==> config.mk <==
export PLATFORM = sky130hd
export DESIGN_NAME = hamming_encoder_tx
export DESIGN_NICKNAME = d
export VERILOG_FILES = /design/src/rtl/hamming_encoder_tx.sv
export SDC_FILE = /design/constraint.sdc
export NUM_CORES = 1
export LEC_CHECK = 0
export CAP_MARGIN = 40
export CELL_PAD_IN_SITES_DETAIL_PLACEMENT = 1
export CELL_PAD_IN_SITES_GLOBAL_PLACEMENT = 2
export CORE_MARGIN = 5
export CORE_UTILIZATION = 31
export DETAILED_ROUTE_END_ITERATION = 8
export GPL_TIMING_DRIVEN = 0
export PLACE_DENSITY_LB_ADDON = 0.1
export SYNTH_ARGS = -nofsm -noshare
export SYNTH_HDL_FRONTEND = slang
export SYNTH_SLANG_ARGS = --single-unit
==> constraint.sdc <==
create_clock -name clk_i -period 2.4 [get_ports clk_i]
set_input_delay 0.36 -clock clk_i [delete_from_list [all_inputs] [get_ports clk_i]]
set_output_delay 0.36 -clock clk_i [all_outputs]
set_load 0.005 [all_outputs]
==> src/rtl/hamming_encoder_tx.sv <==
// hamming_encoder_tx
//
// Hamming(7,4) encoder with a serial transmitter. A nibble is accepted over a
// valid/ready handshake and encoded into a 7-bit codeword. One codeword bit can
// optionally be flipped to inject a fault. The frame is then shifted out LSB first
// between a start bit (0) and a stop bit (1). Each bit is held for BIT_CYCLES clocks.
//
// Codeword layout (bit i = position i+1):
//   pos 1 = p1, 2 = p2, 3 = d0, 4 = p4, 5 = d1, 6 = d2, 7 = d3
//
// Ports
//   clk_i          rising-edge clock
//   rst_i          synchronous active-high reset
//   in_valid_i     upstream offers in_data_i
//   in_data_i      data nibble d[3:0]
//   inject_pos_i   0: no fault; 1..7: flip that codeword position (sampled at accept)
//   in_ready_o     block can accept (IDLE and not in reset)
//   codeword_o     registered transmitted codeword (post-injection)
//   cw_valid_o     one-cycle pulse in the cycle after accept
//   tx_serial_o    serial line, idles high
//   tx_busy_o      high from the cycle after accept through the last stop-bit cycle
//   frame_done_o   one-cycle pulse in the last cycle of the stop bit

module hamming_encoder_tx #(
    parameter int unsigned BIT_CYCLES = 4
) (
    input  logic       clk_i,
    input  logic       rst_i,
    input  logic       in_valid_i,
    input  logic [3:0] in_data_i,
    input  logic [2:0] inject_pos_i,
    output logic       in_ready_o,
    output logic [6:0] codeword_o,
    output logic       cw_valid_o,
    output logic       tx_serial_o,
    output logic       tx_busy_o,
    output logic       frame_done_o
);

    // The bit-cycle counter needs at least one bit even when BIT_CYCLES is 1.
    localparam int unsigned CntW = (BIT_CYCLES > 1) ? $clog2(BIT_CYCLES) : 1;
    localparam logic [CntW-1:0] CntLast = CntW'(BIT_CYCLES - 1);
    localparam logic [2:0] LastIdx = 3'd6;

    typedef enum logic [1:0] {
        StIdle,
        StStart,
        StData,
        StStop
    } state_e;

    // ------------------------------------------------------------------
    // Encoding helpers
    // ------------------------------------------------------------------
    function automatic logic [6:0] encode_nibble(input logic [3:0] d);
        logic p1;
        logic p2;
        logic p4;
        p1 = d[0] ^ d[1] ^ d[3];
        p2 = d[0] ^ d[2] ^ d[3];
        p4 = d[1] ^ d[2] ^ d[3];
        return {d[3], d[2], d[1], p4, d[0], p2, p1};
    endfunction

    function automatic logic [6:0] inject_mask(input logic [2:0] pos);
        logic [6:0] mask;
        mask = '0;
        if (pos != 3'd0) begin
            mask = 7'd1 << (pos - 3'd1);
        end
        return mask;
    endfunction

    // ------------------------------------------------------------------
    // State
    // ------------------------------------------------------------------
    state_e          state_q, state_d;
    logic [CntW-1:0] cnt_q, cnt_d;
    logic [2:0]      idx_q, idx_d;
    logic [6:0]      codeword_q, codeword_d;
    logic            cw_valid_q, cw_valid_d;
    logic            tx_serial_q, tx_serial_d;
    logic            tx_busy_q, tx_busy_d;
    logic            frame_done_q, frame_done_d;

    logic accept;
    logic bit_end;

    assign in_ready_o = (state_q == StIdle) && !rst_i;
    assign accept     = in_valid_i && in_ready_o;
    assign bit_end    = (cnt_q == CntLast);

    // ------------------------------------------------------------------
    // Next-state logic
    // ------------------------------------------------------------------
    always_comb begin
        state_d    = state_q;
        cnt_d      = cnt_q;
        idx_d      = idx_q;
        codeword_d = codeword_q;

        unique case (state_q)
            StIdle: begin
                if (accept) begin
                    state_d    = StStart;
                    cnt_d      = '0;
                    idx_d      = '0;
                    codeword_d = encode_nibble(in_data_i) ^ inject_mask(inject_pos_i);
                end
            end
            StStart: begin
                if (bit_end) begin
                    state_d = StData;
                    cnt_d   = '0;
                    idx_d   = '0;
                end else begin
                    cnt_d = cnt_q + CntW'(1);
                end
            end
            StData: begin
                if (bit_end) begin
                    cnt_d = '0;
                    if (idx_q == LastIdx) begin
                        state_d = StStop;
                    end else begin
                        idx_d = idx_q + 3'd1;
                    end
                end else begin
                    cnt_d = cnt_q + CntW'(1);
                end
            end
            StStop: begin
                if (bit_end) begin
                    state_d = StIdle;
                    cnt_d   = '0;
                end else begin
                    cnt_d = cnt_q + CntW'(1);
                end
            end
            default: begin
                state_d = StIdle;
                cnt_d   = '0;
                idx_d   = '0;
            end
        endcase
    end

    // Outputs are registered: derive them from the state being entered so they
    // line up with that state's cycles.
    always_comb begin
        tx_serial_d = 1'b1;
        unique case (state_d)
            StIdle:  tx_serial_d = 1'b1;
            StStart: tx_serial_d = 1'b0;
            StData:  tx_serial_d = codeword_d[idx_d];
            StStop:  tx_serial_d = 1'b1;
            default: tx_serial_d = 1'b1;
        endcase

        cw_valid_d   = accept;
        tx_busy_d    = (state_d != StIdle);
        // Last cycle of the stop bit; with BIT_CYCLES == 1 this is the entry cycle.
        frame_done_d = (state_d == StStop) && (cnt_d == CntLast);
    end

    // ------------------------------------------------------------------
    // Registers
    // ------------------------------------------------------------------
    always_ff @(posedge clk_i) begin
        if (rst_i) begin
            state_q      <= StIdle;
            cnt_q        <= '0;
            idx_q        <= '0;
            codeword_q   <= '0;
            cw_valid_q   <= 1'b0;
            tx_serial_q  <= 1'b1;
            tx_busy_q    <= 1'b0;
            frame_done_q <= 1'b0;
        end else begin
            state_q      <= state_d;
            cnt_q        <= cnt_d;
            idx_q        <= idx_d;
            codeword_q   <= codeword_d;
            cw_valid_q   <= cw_valid_d;
            tx_serial_q  <= tx_serial_d;
            tx_busy_q    <= tx_busy_d;
            frame_done_q <= frame_done_d;
        end
    end

    assign codeword_o   = codeword_q;
    assign cw_valid_o   = cw_valid_q;
    assign tx_serial_o  = tx_serial_q;
    assign tx_busy_o    = tx_busy_q;
    assign frame_done_o = frame_done_q;

    // ------------------------------------------------------------------
    // Sanity checks
    // ------------------------------------------------------------------
    if (BIT_CYCLES < 1) begin : g_bad_param
        $error("BIT_CYCLES must be at least 1");
    end

    // The data index never leaves the 7-bit codeword.
    assert property (@(posedge clk_i) disable iff (rst_i) idx_q <= LastIdx);
    // frame_done only ever appears while the line carries the stop bit.
    assert property (@(posedge clk_i) disable iff (rst_i) frame_done_q |-> tx_serial_q);

endmodule

==> results.cfg, run 1 <==
[status]
outcome = finished clean

[global_routing]
grt_max_degree = 11
grt_pass1_vias = 995
antenna_found_initial = 0
grt_use_total_pct = 12.3
grt-ovfl-total = 0
grt_pass1_wl_um = 4860

[sta]
fin_crit_sh_pct = 90.1
max_freq_mhz = 463
clock_skew_ps = 2.52
drv_slew = 0
tightest_slew_ps = 485
period_minus_slack_ps = 2160
hold_viol = 0
rsz0062_at_grt = false
relSlewSlack_pct = 67.6
finalSetupViolCount = 0

[clocking]
cts_made_buffers = 3
cts_sinks = 18
ctsHtreeMaxLevel = 1
clockRootBuffer = clkbuf_8
cts_tree = done
post_cts_buffers = 0
clk_pin_slew_ps = 70
clk_latency_ps = 250
clockBufferDepth = 2

[detailed_routing]
wl_um = 2870
remaining_drc_errors = 0
drtAntennaViolNets = 0
drt_iter0_drc = 25
vias = 931
via_per_inst = 4.90
detail_route.wl_per_cell_um = 15.1
drtPass1Iterations = 4

[setup_path]
startpoint = idx_q[0]
arrival_ps = 2340
path_class = flip-flop to flip-flop
critPathLaunchType = flip-flop
path_max_fanout = 6
end_kind = flip-flop
worstPathRequired_ps = 2580
r2r_start = idx_q[0]
rrSetupSlack_ps = 240

[yosys]
synth-edff-count = 0
avgSynthCellArea_um2 = 9.59
synth-seq-area-share_pct = 31.3
synthCells = 120
synth_ff_type = dfxtp_1
yosys_warnings = 0
ys_ff_latch = 18
async_flop_share_pct = 0
syn-num-nets = 137
synth_cell_type_count = 37
syn_area_um2 = 1150

[floorplan]
row_count = 22
start_util_pct = 31.7
ioPinCount = 22
die_x_um = 70.9
die_area_um2 = 5030
core_um2 = 3630
die_height_um = 70.9

[placed_design]
place_inst = 187
gp_congestion = 0.722
portBuffers = 19
dp_hpwl_um = 2340

[power]
power_w = 0.000690
vdd_ir_drop_max_uv = 240
powerDensity_nw_per_um2 = 478
cellLeakagePower_nw = 0.615

[final_layout]
final_cells = 190
syn_to_final_growth_pct = 25.3
diodes = 0
drive_above_1_share_pct = 10.6
nNetsFinal = 161

[hold_path]
hold_path.startpoint = rst_i
min_path_type = primary input to flip-flop

[run]
maxCapViolCount = 0
## synthesized netlist by cell type, types with 2 or more instances
| cell | instances | area, um2 |
|---|---|---|
| dfxtp_1 | 18 | 360 |
| nor2_1 | 18 | 67.6 |
| mux2i_1 | 9 | 90.1 |
| ha_1 | 7 | 87.6 |
| xnor2_1 | 7 | 61.3 |
| nand2_1 | 6 | 22.5 |
| nor3b_1 | 6 | 45.0 |
| inv_1 | 5 | 18.8 |
| nor3_1 | 4 | 20.0 |
| a21oi_1 | 3 | 15.0 |
| and3_1 | 3 | 18.8 |
| nand3b_1 | 3 | 22.5 |
| xnor3_1 | 3 | 67.6 |
| buf_2 | 2 | 10.0 |
| mux2_2 | 2 | 22.5 |
| nand3_1 | 2 | 10.0 |
| xor2_1 | 2 | 17.5 |
## power by group
| group | switching, W | total [W] | internal [W] |
|---|---|---|---|
| Clock | 0.0000951 | 0.000206 | 0.000111 |
| Combinational | 0.0000768 | 0.000164 | 0.0000867 |
| Sequential | 0.00000666 | 0.000320 | 0.000313 |
| Total | 0.000179 | 0.000690 | 0.000511 |
## flip-flops by register name, indices dropped and copies added, names as in the netlist
register / cells
state_q: 2
tx_busy_o: 1
frame_done_o: 1
codeword_o: 7
idx_q: 3
cnt_q: 2
cw_valid_o: 1
tx_serial_o: 1
## worst max-delay path, stage by stage (launching register included)
cell       delay [ps]
dfxtp_1           420
inv_1              70
ha_1              230
a21o_1            210
and3_1            210
a211oi_4          330
mux2i_1           320
o2111ai_2         130
o211ai_1          160
## through the flow
stage | worst slack [ps] | hold slack (ps) | util, % | cell area, um2 | setup TNS, ps
global placement | 39.9 | 462 | 38.6 | 1400 | 0
finish | 238 | 316 | 39.7 | 1440 | 0
global route | 90.4 | 325 | 39.7 | 1440 | 0
CTS | 96.6 | 315 | 39.7 | 1440 | 0
floorplan | 528 | 450 | - | 1150 | 0
detailed placement | -6.54 | 500 | 38.6 | 1400 | -6.54
## layout make-up
cell class                 instances  area, um2
buffer                             6       37.5
clock buffer                       3       41.3
fill                             442       2190
inverter                           5       18.8
multi-input combinational         91        734
sequential                        18        360
tap                               48       60.1
timing repair buffer              19        190
## kinds of logic (layout without fill, tap and decap cells)
| group | count (synthesis) | in the layout | share of synthesized area, % |
|---|---|---|---|
| XOR/XNOR | 12 | 12 | 12.7 |
| multiplexers | 11 | 11 | 9.78 |
| buffers and inverters | 11 | 33 | 4.89 |
| adder cells (fa/ha/maj) | 7 | 7 | 7.61 |
| AO/OA/AOI/OAI | 14 | 14 | 10.8 |
| flip-flops | 18 | 18 | 31.3 |
| AND/OR/NAND/NOR | 47 | 47 | 22.9 |
## placed cells by master, fill, tap and decap left out, types with 2 or more instances in the layout
cell and instances:
clkdlybuf4s50_1 19, nor2_1 18, dfxtp_1 18, mux2i_1 9, xnor2_1 7, ha_1 7
nand2_1 6, nor3b_1 6, inv_1 5, nor3_1 4, and3_1 3, nand3b_1 3
xnor3_1 3, a21oi_1 3, clkbuf_8 3, buf_2 2, xor2_1 2, mux2_2 2
nand3_1 2
## layer usage
metal / share of wire, % / vias to the layer above / global-route usage (%) / wire, um
li1: - / 457 / - / -
met1: 45 / 462 / 15.2 / 1300
met2: 53 / 8 / 21.8 / 1510
met3: 1.0 / 4 / 1.70 / 30
met4: 0.91 / 0 / 3.76 / 26
met5: 0 / - / 0 / 0
## timing repair
item                                    CTS  global route
hold buffers                              0             0
gates resized for setup                   0             1
endpoints found under the setup margin    0             1
## worst paths after layout
| check | endpoint | depth (start not counted) |
|---|---|---|
| setup / recovery | tx_serial_o | 8 |
| hold / removal | idx_q[0] | 2 |
| setup reg to reg | tx_serial_o | 8 |
| hold reg to reg | cnt_q[1] | 2 |
(Power assumes the default switching activity.)
==> run 2: changes to the inputs <==
--- a/config.mk
+++ b/config.mk
@@ -13,6 +13,7 @@
 export DETAILED_ROUTE_END_ITERATION = 8
 export GPL_TIMING_DRIVEN = 0
 export PLACE_DENSITY_LB_ADDON = 0.1
+export SLEW_MARGIN = 25
 export SYNTH_ARGS = -nofsm -noshare
 export SYNTH_HDL_FRONTEND = slang
 export SYNTH_SLANG_ARGS = --single-unit
==> results of run 2 <==
Same layout as run 1: the final DEF is identical, and so are final timing and power.
